==> config.mk <==
export PLATFORM = sky130hd
export DESIGN_NAME = tweakey_reg_bank_flat
export DESIGN_NICKNAME = d
export VERILOG_FILES = /design/src/rtl/tweakey_reg_bank_if.sv /design/src/rtl/tweakey_reg_bank.sv /design/src/flat_wrapper.sv
export SDC_FILE = /design/constraint.sdc
export NUM_CORES = 1
export LEC_CHECK = 0
export BUFFER_PORTS_ARGS = -buffer_cell sky130_fd_sc_hd__clkbuf_2
export CAP_MARGIN = 20
export CORE_AREA = 5 5 165 167
export CTS_CLUSTER_DIAMETER = 50
export DETAILED_ROUTE_END_ITERATION = 8
export DIE_AREA = 0 0 170 172
export GPL_ROUTABILITY_DRIVEN = 0
export GPL_TIMING_DRIVEN = 0
export PLACE_DENSITY = 0.76
export SLEW_MARGIN = 15
export SYNTH_ARGS = -nofsm -noshare
export SYNTH_HDL_FRONTEND = slang
export SYNTH_SLANG_ARGS = --single-unit
==> constraint.sdc <==
create_clock -name clk -period 13.2 [get_ports clk]
set_input_delay 0.66 -clock clk [delete_from_list [all_inputs] [get_ports clk]]
set_output_delay 0.66 -clock clk [all_outputs]
set_load 0.02 [all_outputs]
==> src/rtl/tweakey_reg_bank_if.sv <==
// Command/data bundle between the input-bus side, the round function and the tweakey register bank.
interface tweakey_reg_bank_if #(
    parameter int WIDTH = 32,
    parameter int LANES = 4
);
    logic                   enc;
    logic [WIDTH-1:0]       si;
    logic                   ld;
    logic                   start;
    logic                   restore;
    logic [WIDTH*LANES-1:0] skinnys;
    logic [WIDTH*LANES-1:0] so;
    logic [5:0]             round;
    logic                   busy;
    logic                   loaded;
    logic                   done;

    modport master (
        output enc, si, ld, start, restore, skinnys,
        input  so, round, busy, loaded, done
    );

    modport slave (
        input  enc, si, ld, start, restore, skinnys,
        output so, round, busy, loaded, done
    );
endinterface

==> src/rtl/tweakey_reg_bank.sv <==
// LANES x WIDTH tweakey state with serial load, ROUNDS-long schedule run and shadow restore.
module tweakey_reg_bank #(
    parameter int                       WIDTH      = 32,
    parameter int                       LANES      = 4,
    parameter int                       ROUNDS     = 40,
    parameter logic [WIDTH*LANES-1:0]   INIT_VALUE = '0
) (
    input  logic              clk,
    input  logic              rst,
    tweakey_reg_bank_if.slave bus
);
    localparam int SW     = WIDTH * LANES;
    localparam int LCNT_W = $clog2(LANES + 1);

    typedef enum logic {IDLE, RUN} state_t;

    state_t              state, state_nxt;
    logic [SW-1:0]       so_q, shadow_q;
    logic [5:0]          round_q;
    logic [LCNT_W-1:0]   lcnt_q;
    logic [LCNT_W-1:0]   lcnt_inc;
    logic                loaded_q, done_q, busy;
    logic                last_round;
    logic                start_ok;

    assign lcnt_inc   = lcnt_q + LCNT_W'(1);
    assign last_round = (round_q == 6'(ROUNDS - 1));
    // restore and ld outrank start, so start only launches when both are idle.
    assign start_ok   = !bus.restore && !bus.ld && bus.start && loaded_q;

    // NOTE: sequential state uses non-blocking assignments so every flop samples pre-edge values.
    always_ff @(posedge clk or posedge rst) begin
        if (rst)          state <= IDLE;
        else if (bus.enc) state <= state_nxt;
    end

    // NOTE: default assignment first keeps this comb process free of inferred latches.
    always_comb begin
        state_nxt = state;
        case (state)
            IDLE:    if (start_ok)   state_nxt = RUN;
            RUN:     if (last_round) state_nxt = IDLE;
            default: state_nxt = IDLE;
        endcase
    end

    always_comb begin
        busy = (state == RUN);
    end

    always_ff @(posedge clk or posedge rst) begin
        if (rst) begin
            so_q     <= INIT_VALUE;
            shadow_q <= INIT_VALUE;
            round_q  <= '0;
            lcnt_q   <= '0;
            loaded_q <= 1'b0;
            done_q   <= 1'b0;
        end else begin
            // done is a pulse: cleared on every edge, enc or not, unless set below.
            done_q <= 1'b0;
            if (bus.enc) begin
                if (state == RUN) begin
                    so_q <= bus.skinnys;
                    if (last_round) begin
                        round_q <= '0;
                        done_q  <= 1'b1;
                    end else begin
                        round_q <= round_q + 6'd1;
                    end
                end else if (bus.restore) begin
                    so_q <= shadow_q;
                end else if (bus.ld) begin
                    so_q <= {so_q[SW-WIDTH-1:0], bus.si};
                    if (loaded_q) begin
                        loaded_q <= 1'b0;
                        lcnt_q   <= LCNT_W'(1);
                    end else if (lcnt_inc == LCNT_W'(LANES)) begin
                        loaded_q <= 1'b1;
                        lcnt_q   <= '0;
                    end else begin
                        lcnt_q   <= lcnt_inc;
                    end
                end else if (start_ok) begin
                    shadow_q <= so_q;
                    round_q  <= '0;
                end
            end
        end
    end

    assign bus.so     = so_q;
    assign bus.round  = round_q;
    assign bus.busy   = busy;
    assign bus.loaded = loaded_q;
    assign bus.done   = done_q;
endmodule

==> src/flat_wrapper.sv <==
// flat-port wrapper written by rule: the top's interface ports become plain ports
module tweakey_reg_bank_flat 
#(
    parameter int                       WIDTH      = 32,
    parameter int                       LANES      = 4,
    parameter int                       ROUNDS     = 40,
    parameter logic [WIDTH*LANES-1:0]   INIT_VALUE = '0
)
  (clk, rst, bus_enc, bus_si, bus_ld, bus_start, bus_restore, bus_skinnys, bus_so, bus_round, bus_busy, bus_loaded, bus_done);
  tweakey_reg_bank_if #(.WIDTH(WIDTH), .LANES(LANES)) bus_i ();
  input  logic clk;
  input  logic rst;
  input wire logic [$bits(bus_i.enc)-1:0] bus_enc;
  input wire logic [$bits(bus_i.si)-1:0] bus_si;
  input wire logic [$bits(bus_i.ld)-1:0] bus_ld;
  input wire logic [$bits(bus_i.start)-1:0] bus_start;
  input wire logic [$bits(bus_i.restore)-1:0] bus_restore;
  input wire logic [$bits(bus_i.skinnys)-1:0] bus_skinnys;
  output wire logic [$bits(bus_i.so)-1:0] bus_so;
  output wire logic [$bits(bus_i.round)-1:0] bus_round;
  output wire logic [$bits(bus_i.busy)-1:0] bus_busy;
  output wire logic [$bits(bus_i.loaded)-1:0] bus_loaded;
  output wire logic [$bits(bus_i.done)-1:0] bus_done;
  assign bus_i.enc = bus_enc;
  assign bus_i.si = bus_si;
  assign bus_i.ld = bus_ld;
  assign bus_i.start = bus_start;
  assign bus_i.restore = bus_restore;
  assign bus_i.skinnys = bus_skinnys;
  assign bus_so = bus_i.so;
  assign bus_round = bus_i.round;
  assign bus_busy = bus_i.busy;
  assign bus_loaded = bus_i.loaded;
  assign bus_done = bus_i.done;
  tweakey_reg_bank #(.WIDTH(WIDTH), .LANES(LANES), .ROUNDS(ROUNDS), .INIT_VALUE(INIT_VALUE)) u_core (.clk(clk), .rst(rst), .bus(bus_i));
endmodule
==> flow_metrics.env, run 1 <==
export IMPL_fin_crit_ps=2138
export IMPL_cts_resized=0
export IMPL_post_dp_hpwl_um=28630
export IMPL_grt_pass1_wl_um=59310
export IMPL_layout_drive_gt1_share=0.2757
export IMPL_layout_nets=1685
export IMPL_vias=10200
export IMPL_yosysTopAreaCellShare=0.5367
export IMPL_yosys_area_top_type="dfrtp_1"
export IMPL_vias_per_cell=5.442
export IMPL_setup_worst_path_class="flip-flop to flip-flop"
export IMPL_yosys_warnings=0
export IMPL_slew_headroom=0.5175
export IMPL_root_buffer="clkbuf_16"
export IMPL_synth_nets=1346
export IMPL_synth_most_common_cell="dfrtp_1"
export IMPL_yosys_top_cells_count="dfrtp_1, nand2_1, nor2_1"
export IMPL_ys_ff_latch=268
export IMPL_grt_pass1_vias=10560
export IMPL_syn_cell_area_sq_mm=0.01250
export IMPL_status="completed"
export IMPL_num_rows=59
export IMPL_cts_tree="built"
export IMPL_dieArea_sq_mm=0.02924
export IMPL_ys_flop_type="dfrtp_1"
export IMPL_die_h_um=172
export IMPL_synth_edf_count=0
export IMPL_cts_sinks=268
export IMPL_initial_core_util=0.4878
export IMPL_max_stage_delay_ps=620
export IMPL_leakage_nw=8.290
export IMPL_clkSlewWorstSetupHoldPaths_ps=60
export IMPL_cts_setup_buffers=0
export IMPL_area_delta_synth_final_pct=25.18
export IMPL_worst_pin_slew_ps=723.8
export IMPL_clock_skew_ps=16.21
export IMPL_synth_area_leaders="dfrtp_1, mux2i_1, mux2_1, a21oi_1, nand2_1"
export IMPL_clk_latency_ps=510
export IMPL_wl_per_cell_um=20.43
export IMPL_drc=0
export IMPL_grt_setup_unrepaired="false"
export IMPL_yosysSeqAreaShare=0.5367
export IMPL_ant_nets=0
export IMPL_worstPathArrival_ps=2480
export IMPL_grt_use_total=0.2573
export IMPL_peakVddDrop_mv=0.1236
export IMPL_core_area_sq_mm=0.02562
export IMPL_cp_slowest_cell="clkbuf_1"
export IMPL_cpLargestDelayFamily="buffers and inverters"
export IMPL_antenna_found_initial=3
export IMPL_fin_area_sq_mm=0.01564
export IMPL_cts_hold_repair_buffers=0
export IMPL_nFillCells=2127
export IMPL_crit_start="u_core.bus.busy"
export IMPL_cp_num_buf_inv=2
export IMPL_drt_iter0_markers=823
export IMPL_crit_top_cell="clkbuf_1"
export IMPL_drt_first_pass_iters=5
export IMPL_finalCritPeriodShare=0.1620
export IMPL_dpl_cell_area_sq_mm=0.01448
export IMPL_yosysUniqueCellTypes=28
export IMPL_ios=303
export IMPL_portBuffers=301
export IMPL_cp_max_fo=10
export IMPL_min_path_type="primary input to asynchronous set/reset pin"
export IMPL_fmax_ghz=0.4678
export IMPL_finalSetupTns_ps=0
export IMPL_worstPathCellList="clkbuf_1, clkbuf_1, nor2_1, a21oi_1, o21ai_0"
export IMPL_maxCapViolCount=0
export IMPL_htree_levels=2
export IMPL_power_density_mw_per_mm2=221.7
export IMPL_cts_made_buffers=34
export IMPL_wirelength_um=38300
export IMPL_overflow=0
export IMPL_grt_max_degree=111
export IMPL_avgSynthCellArea_sq_um=10.63
export IMPL_syn_instance_count=1176
export IMPL_slew_violations=0
export IMPL_die_w_um=170
export IMPL_synthArstFlopShare=1.000
export IMPL_timing_rr_start="u_core.bus.busy"
export IMPL_end_kind="flip-flop"
export IMPL_timing_hold_violations_final=0
export IMPL_critPathRequiredTime_ps=13540
export IMPL_cts_buffer_depth=3
export IMPL_finalSetupViolCount=0
export IMPL_critPathLaunchType="flip-flop"
[where the power goes]
part	total, W	leakage [nW]	switching [W]	internal, W
Sequential	0.00137	3.62	0.000287	0.00108
Combinational	0.00114	4.10	0.000749	0.000395
Clock	0.000957	0.563	0.000360	0.000597
Total	0.00347	8.29	0.00140	0.00207
[cell usage in the layout (no fill, tap or decap), types with 2 or more instances in the layout]
| cell | Yosys | layout |
|---|---|---|
| mux2_1 | 109 | 109 |
| bufinv_16 | 0 | 4 |
| nand3_1 | 5 | 5 |
| nand4_1 | 3 | 3 |
| nand2_1 | 136 | 136 |
| buf_1 | 6 | 6 |
| ha_1 | 4 | 4 |
| inv_1 | 6 | 5 |
| o21ai_1 | 39 | 39 |
| buf_4 | 6 | 6 |
| dfrtp_1 | 268 | 268 |
| mux2_2 | 19 | 19 |
| buf_16 | 0 | 2 |
| inv_6 | 0 | 2 |
| buf_2 | 26 | 26 |
| buf_6 | 17 | 17 |
| mux2i_1 | 129 | 129 |
| clkbuf_16 | 0 | 35 |
| clkbuf_1 | 32 | 40 |
| nor2_1 | 133 | 133 |
| inv_8 | 0 | 3 |
| clkbuf_2 | 0 | 301 |
| nand2b_1 | 2 | 2 |
| clkbuf_8 | 0 | 5 |
| a21oi_1 | 128 | 128 |
| o21ai_0 | 99 | 99 |
[area by class of cell]
type | count | area (sq um) | share of cell area
sequential | 268 | 6706 | 0.4287
multi-input combinational | 815 | 5258 | 0.3361
timing repair buffer | 303 | 1562 | 0.09982
clock buffer | 48 | 974.7 | 0.06231
buffer | 87 | 509.2 | 0.03255
tap | 335 | 419.2 | 0.02680
clock inverter | 11 | 181.4 | 0.01160
inverter | 6 | 30.03 | 0.001920
antenna | 1 | 2.502 | 0.0001600
[state kept, by name, indices dropped and copies added, names as in the netlist]
name	flops
u_core.bus.done	1
u_core.shadow_q	128
u_core.bus.so	128
u_core.bus.busy	1
u_core.lcnt_q	3
u_core.bus.round	6
u_core.bus.loaded	1
[stage by stage]
step / hold WS (ps) / utilization / std cells / setup WS (ps) / power (W)
6_report: 177.6 / 0.6107 / 1874 / 11060 / 0.003468
5_1_grt: 211.0 / 0.6107 / 1874 / 10880 / 0.003663
4_1_cts: 191.6 / 0.6106 / 1873 / 11020 / 0.003480
3_5_place_dp: 480.8 / 0.5654 / 1814 / 10760 / 0.002523
3_3_place_gp: 462.9 / 0.5630 / 1812 / 2057 / 0.002477
2_1_floorplan: 447.3 / - / 1176 / 5158 / 0.002007
[routing by layer]
| layer | track usage | share of wire | vias up | routed length (um) |
|---|---|---|---|---|
| met2 | 0.4198 | 0.47 | 420 | 18140 |
| met5 | 0 | 0.00089 | - | 34 |
| met1 | 0.3514 | 0.43 | 4939 | 16480 |
| met4 | 0.07986 | 0.028 | 4 | 1063 |
| li1 | - | - | 4751 | - |
| met3 | 0.05075 | 0.067 | 84 | 2580 |
[path summary, 6_finish.rpt]
kind,endpoint,slack (ps),depth (start not counted)
max,u_core.bus.so[125],11060,5
min reg2reg,u_core.shadow_q[26],490,1
min,u_core.shadow_q[20],180,2
max in group asynchronous,u_core.bus.so[103],12090,3
min in group clk,u_core.bus.so[100],440,3
max reg2reg,u_core.bus.so[125],11060,5
[kinds of logic after synthesis]
kind of cell / after synthesis / share of synthesized area
buffers and inverters: 93 / 0.04255
AOI/OAI and AO/OA: 269 / 0.1087
muxes: 257 / 0.2187
and+or+nand+nor: 283 / 0.08791
xor gates and xnor gates: 2 / 0.001402
adders and majority gates: 4 / 0.004005
DFF: 268 / 0.5367
Note: power is estimated with default switching activity, not from simulation.
==> inputs of run 2 (changes only) <==
- CORE_AREA: 5 5 165 167 -> 5 5 166 168
- DIE_AREA: 0 0 170 172 -> 0 0 171 173
- PLACE_DENSITY: 0.76 -> 0.78
- clock period: 13.2 -> 1.8 ns (I/O delays scaled with it)
==> flow_metrics.env, run 2 (synthesis results as in run 1) <==
export IMPL_status="completed"
export IMPL_wl_per_cell_um=20.80
export IMPL_cts_tree="built"
export IMPL_root_buffer="clkbuf_16"
export IMPL_grt_pass1_wl_um=65220
export IMPL_critPathRequiredTime_ps=2160
export IMPL_maxCapViolCount=0
export IMPL_peakVddDrop_mv=1.041
export IMPL_leakage_nw=9.014
export IMPL_grt_setup_unrepaired="false"
export IMPL_cts_buffer_depth=3
export IMPL_pre_cts_slack_ps=-369.3
export IMPL_ios=303
export IMPL_wirelength_um=41970
export IMPL_worst_slack_ps=55.26
export IMPL_hold_start="bus_si[19]"
export IMPL_fin_area_sq_mm=0.01722
export IMPL_layout_nets=1827
export IMPL_min_path_type="primary input to flip-flop"
export IMPL_ant_nets=0
export IMPL_crit_start="u_core.bus.busy"
export IMPL_overflow=0
export IMPL_cp_max_fo=10
export IMPL_fmax_ghz=0.5732
export IMPL_final_cell_mix="clkbuf_2, dfrtp_1, nand2_1"
export IMPL_grt_max_degree=37
export IMPL_worst_pin_slew_ps=742.8
export IMPL_htree_levels=2
export IMPL_drt_iter0_markers=839
export IMPL_clkSlewWorstSetupHoldPaths_ps=60
export IMPL_clk_latency_ps=510
export IMPL_critPathLaunchType="flip-flop"
export IMPL_vias_per_cell=5.513
export IMPL_grt_pass1_vias=11860
export IMPL_post_dp_hpwl_um=29610
export IMPL_timing_hold_violations_final=0
export IMPL_drc=0
export IMPL_worstPathArrival_ps=2100
export IMPL_layout_commonest_cell="clkbuf_2"
export IMPL_num_rows=59
export IMPL_die_w_um=171
export IMPL_end_kind="flip-flop"
export IMPL_timing_rr_start="u_core.bus.busy"
export IMPL_area_delta_synth_final_pct=37.81
export IMPL_slew_violations=0
export IMPL_die_h_um=173
export IMPL_drt_first_pass_iters=5
export IMPL_layout_drive_gt1_share=0.2736
export IMPL_vias=11130
export IMPL_slew_headroom=0.5038
export IMPL_portBuffers=301
export IMPL_power_density_mw_per_mm2=1520
export IMPL_dpl_cell_area_sq_mm=0.01459
export IMPL_cts_sinks=268
export IMPL_clock_skew_ps=15.06
export IMPL_initial_core_util=0.4850
export IMPL_cts_made_buffers=35
export IMPL_fin_crit_ps=1745
export IMPL_grt_use_total=0.2764
export IMPL_dieArea_sq_mm=0.02958
export IMPL_setup_worst_path_class="flip-flop to flip-flop"
export IMPL_core_area_sq_mm=0.02576
export IMPL_finalCritPeriodShare=0.9693
export IMPL_finalSetupViolCount=0
export IMPL_antenna_found_initial=4
==> run 2: cell types whose count changed in the layout (fill, tap and decap cells not counted), sizes merged <==
cell and change:
diode +1, buf +6, clkinv +5, dlygate4sd3 +134, bufinv -1, clkinvlp +1, inv -3, clkbuf +1
==> run 2: what timing repair did <==
action / 4_1_cts / 5_1_grt
resized for setup: 19 / 17
setup endpoints to repair: 135 / 238
buffers inserted: 0 / 1
pin swaps: 0 / 1
endpoints found under the hold margin: 154 / 0
hold buffers: 134 / 0
==> run 2: final timing paths <==
path,end,slack (ps),cells past startpoint
max reg2reg,u_core.shadow_q[14],60,5
min reg2reg,u_core.lcnt_q[0],490,1
min,u_core.bus.so[19],10,5
max in group asynchronous,u_core.bus.so[125],470,6
max,u_core.shadow_q[14],60,5
min in group asynchronous,u_core.shadow_q[7],270,3
==> run 2: layer usage <==
| layer | vias up | part of all wire | track usage |
|---|---|---|---|
| li1 | 5046 | - | - |
| met1 | 5455 | 0.41 | 0.3578 |
| met2 | 497 | 0.49 | 0.4660 |
| met3 | 124 | 0.064 | 0.04635 |
| met4 | 4 | 0.034 | 0.1020 |
| met5 | - | 0.00064 | 0 |
==> run 2: final cells by class <==
class | count | area, sq um
Sequential cell | 268 | 6708
Multi-Input combinational cell | 815 | 5271
Inverter | 6 | 26.28
Buffer | 87 | 554.3
Antenna cell | 2 | 5.005
Tap cell | 335 | 419.2
Fill cell | 1920 | 8543
Timing Repair Buffer | 444 | 3023
Clock buffer | 48 | 1057
Clock inverter | 13 | 156.4
==> run 2: power by group <==
part	total (W)	internal (W)	switching, W	leakage (nW)
Combinational	0.00889	0.00318	0.00571	4.79
Clock	0.00722	0.00455	0.00267	0.604
Sequential	0.0101	0.00792	0.00215	3.62
Total	0.0262	0.0156	0.0105	9.01
==> run 2: critical path, cell delays in order (launching register included) <==
cell     delay (ps)
dfrtp_2         450
nor3_4          140
nand4_1         230
buf_6           250
buf_6           170
mux2_1          350
==> run 2: stage by stage <==
step	utilization	cells	total power (W)	TNS [ps]	hold WS (ps)
6_report	0.6684	2018	0.02618	0	12.02
5_1_grt	0.6684	2018	0.02749	0	46.87
4_1_cts	0.6669	2015	0.02605	-254.9	1.252
3_5_place_dp	0.5664	1820	0.01855	-22780	235.1
3_3_place_gp	0.5599	1812	0.01816	-946930	361.3
2_1_floorplan	-	1176	0.01472	-490300	253.4
==> inputs of run 3 (changes only) <==
- ABC_AREA: not set -> 1
- CELL_PAD_IN_SITES_DETAIL_PLACEMENT: not set -> 1
- CELL_PAD_IN_SITES_GLOBAL_PLACEMENT: not set -> 1
- CORE_AREA: 5 5 166 168 -> 5 5 195 197
- DIE_AREA: 0 0 171 173 -> 0 0 200 202
- PLACE_DENSITY: 0.78 -> 0.77
==> flow_metrics.env, run 3 <==
export IMPL_cts_buffer_depth=3
export IMPL_ys_ff_latch=268
export IMPL_cp_max_fo=10
export IMPL_clk_latency_ps=510
export IMPL_yosysTopAreaCellShare=0.5413
export IMPL_min_path_type="primary input to flip-flop"
export IMPL_yosys_top_cells_count="nand2_1, dfrtp_1, o21ai_1"
export IMPL_wl_per_cell_um=21.52
export IMPL_yosysUniqueCellTypes=19
export IMPL_worst_pin_slew_ps=722.6
export IMPL_antenna_found_initial=4
export IMPL_cts_sinks=268
export IMPL_setup_worst_path_class="flip-flop to flip-flop"
export IMPL_yosys_warnings=0
export IMPL_final_cell_mix="nand2_1, clkbuf_2, dfrtp_1"
export IMPL_synth_area_leaders="dfrtp_1, nand2_1, o21ai_1, nand3_1, inv_1"
export IMPL_yosysSeqAreaShare=0.5413
export IMPL_ys_flop_type="dfrtp_1"
export IMPL_worstPathCellList="buf_4, nor3_2, nor2_2, buf_4, clkbuf_4, o21ai_1"
export IMPL_syn_cell_area_sq_mm=0.01239
export IMPL_cp_slowest_cell="dfrtp_1"
export IMPL_fin_crit_ps=1762
export IMPL_overflow=0
export IMPL_drt_first_pass_iters=5
export IMPL_synth_nets=1773
export IMPL_drc=0
export IMPL_fmax_ghz=0.5674
export IMPL_avgSynthCellArea_sq_um=7.729
export IMPL_synth_edf_count=0
export IMPL_end_kind="flip-flop"
export IMPL_finalSetupViolCount=0
export IMPL_clkSlewWorstSetupHoldPaths_ps=60
export IMPL_peakVddDrop_mv=0.7145
export IMPL_crit_top_cell="buf_4"
export IMPL_clock_skew_ps=12.76
export IMPL_maxCapViolCount=0
export IMPL_critPathRequiredTime_ps=2200
export IMPL_slew_headroom=0.5173
export IMPL_post_route_util=0.4915
export IMPL_finalSetupTns_ps=0
export IMPL_portBuffers=302
export IMPL_critPathLaunchType="flip-flop"
export IMPL_synthArstFlopShare=1.000
export IMPL_status="completed"
export IMPL_area_delta_synth_final_pct=43.15
export IMPL_ant_nets=0
export IMPL_worstPathArrival_ps=2170
export IMPL_grt_pass1_vias=14420
export IMPL_die_w_um=200
export IMPL_grt_max_degree=36
export IMPL_cts_made_buffers=36
export IMPL_post_dp_hpwl_um=38530
export IMPL_grt_pass1_wl_um=86370
export IMPL_finalCritPeriodShare=0.9791
export IMPL_timing_hold_violations_final=0
export IMPL_max_stage_delay_ps=410
export IMPL_root_buffer="clkbuf_16"
export IMPL_vias_per_cell=5.040
export IMPL_power_density_mw_per_mm2=1312
export IMPL_yosys_area_top_type="dfrtp_1"
export IMPL_grt_setup_unrepaired="true"
export IMPL_layout_commonest_cell="nand2_1"
export IMPL_cts_tree="built"
export IMPL_ios=303
export IMPL_initial_core_util=0.3433
export IMPL_layout_nets=2283
export IMPL_slew_violations=0
export IMPL_core_area_sq_mm=0.03608
export IMPL_wirelength_um=56140
export IMPL_layout_drive_gt1_share=0.2204
export IMPL_dieArea_sq_mm=0.04040
export IMPL_synth_most_common_cell="nand2_1"
export IMPL_syn_instance_count=1603
export IMPL_die_h_um=202
export IMPL_vias=13150
export IMPL_drt_iter0_markers=790
export IMPL_num_rows=70
export IMPL_grt_use_total=0.2755
export IMPL_htree_levels=2
export IMPL_leakage_nw=8.986
## run 3: cell types whose count changed after synthesis, sizes merged, moves of 123 or more
cell and change:
inv +136, o21ai +123, nand3 +128, mux2 -128
nand2 +539, mux2i -129, a21oi -124
## run 3: layout make-up
cell class,instances,area [sq um]
clock buffers,48,1037
clock inverters,14,219.0
repair buffers,472,3298
inverters,142,536.8
flip-flops and latches,268,6706
well taps,468,585.6
diodes,4,10.01
multi-input cells,1094,4679
fillers,4429,18350
plain buffers,99,663.1
## run 3: metrics by stage
step,instance area [sq um],total power (W),worst slack [ps],hold WS [ps],instances
2_1_floorplan,12390,0.01215,-1829,235.3,1603
3_3_place_gp,14490,0.01495,-3705,411.4,2373
3_5_place_dp,14660,0.01522,-609.8,238.4,2381
4_1_cts,17610,0.02321,-4.205,13.95,2604
5_1_grt,17740,0.02444,-36.46,50.34,2609
6_report,17740,0.02327,37.67,51.93,2609
## run 3: final timing paths
path,startpoint,end,slack [ps],cells after the start
max,u_core.bus.busy,u_core.bus.so[96],40,6
min,bus_skinnys[89],u_core.bus.so[89],50,5
max reg2reg,u_core.bus.busy,u_core.bus.so[96],40,6
min reg2reg,u_core.shadow_q[33],u_core.shadow_q[33],490,2
max in group asynchronous,rst,u_core.bus.so[103],480,6
min in group asynchronous,rst,u_core.bus.so[5],260,3
## run 3: power by group
| group | internal [W] | leakage (nW) | switching [W] |
|---|---|---|---|
| Clock | 0.00478 | 0.605 | 0.00280 |
| Sequential | 0.00729 | 3.52 | 0.00135 |
| Combinational | 0.00236 | 4.86 | 0.00469 |
## run 3: worst max-delay path, delay by kind of cell (launching register included)
family / cells / cell delay [ps]
AOI/OAI and AO/OA: 1 / 260
buffers and inverters: 3 / 640
and+or+nand+nor: 2 / 330
DFF: 1 / 410
## run 3: cells by family (layout without fill, tap and decap cells)
logic type | Yosys count | after routing | synth area share
compound gates | 268 | 268 | 0.1088
fa+ha+maj | 4 | 4 | 0.004040
buf+inv | 241 | 775 | 0.08231
flops | 268 | 268 | 0.5413
other cells | 0 | 4 | 0
simple gates | 822 | 822 | 0.2636
## run 3: metal layers
metal | wire (um) | vias up | global-route usage
li1 | - | 6089 | -
met1 | 23770 | 6521 | 0.3626
met2 | 27220 | 423 | 0.4613
met3 | 2831 | 116 | 0.03651
met4 | 2319 | 0 | 0.1048
met5 | 0 | - | 0
## run 3: repair_timing
action	CTS	global route
resized for setup	35	56
setup endpoints to repair	148	234
buffers inserted	0	1
hold buffers	161	0
endpoints found under the hold margin	155	0
pin swaps	0	1
gates cloned	0	0
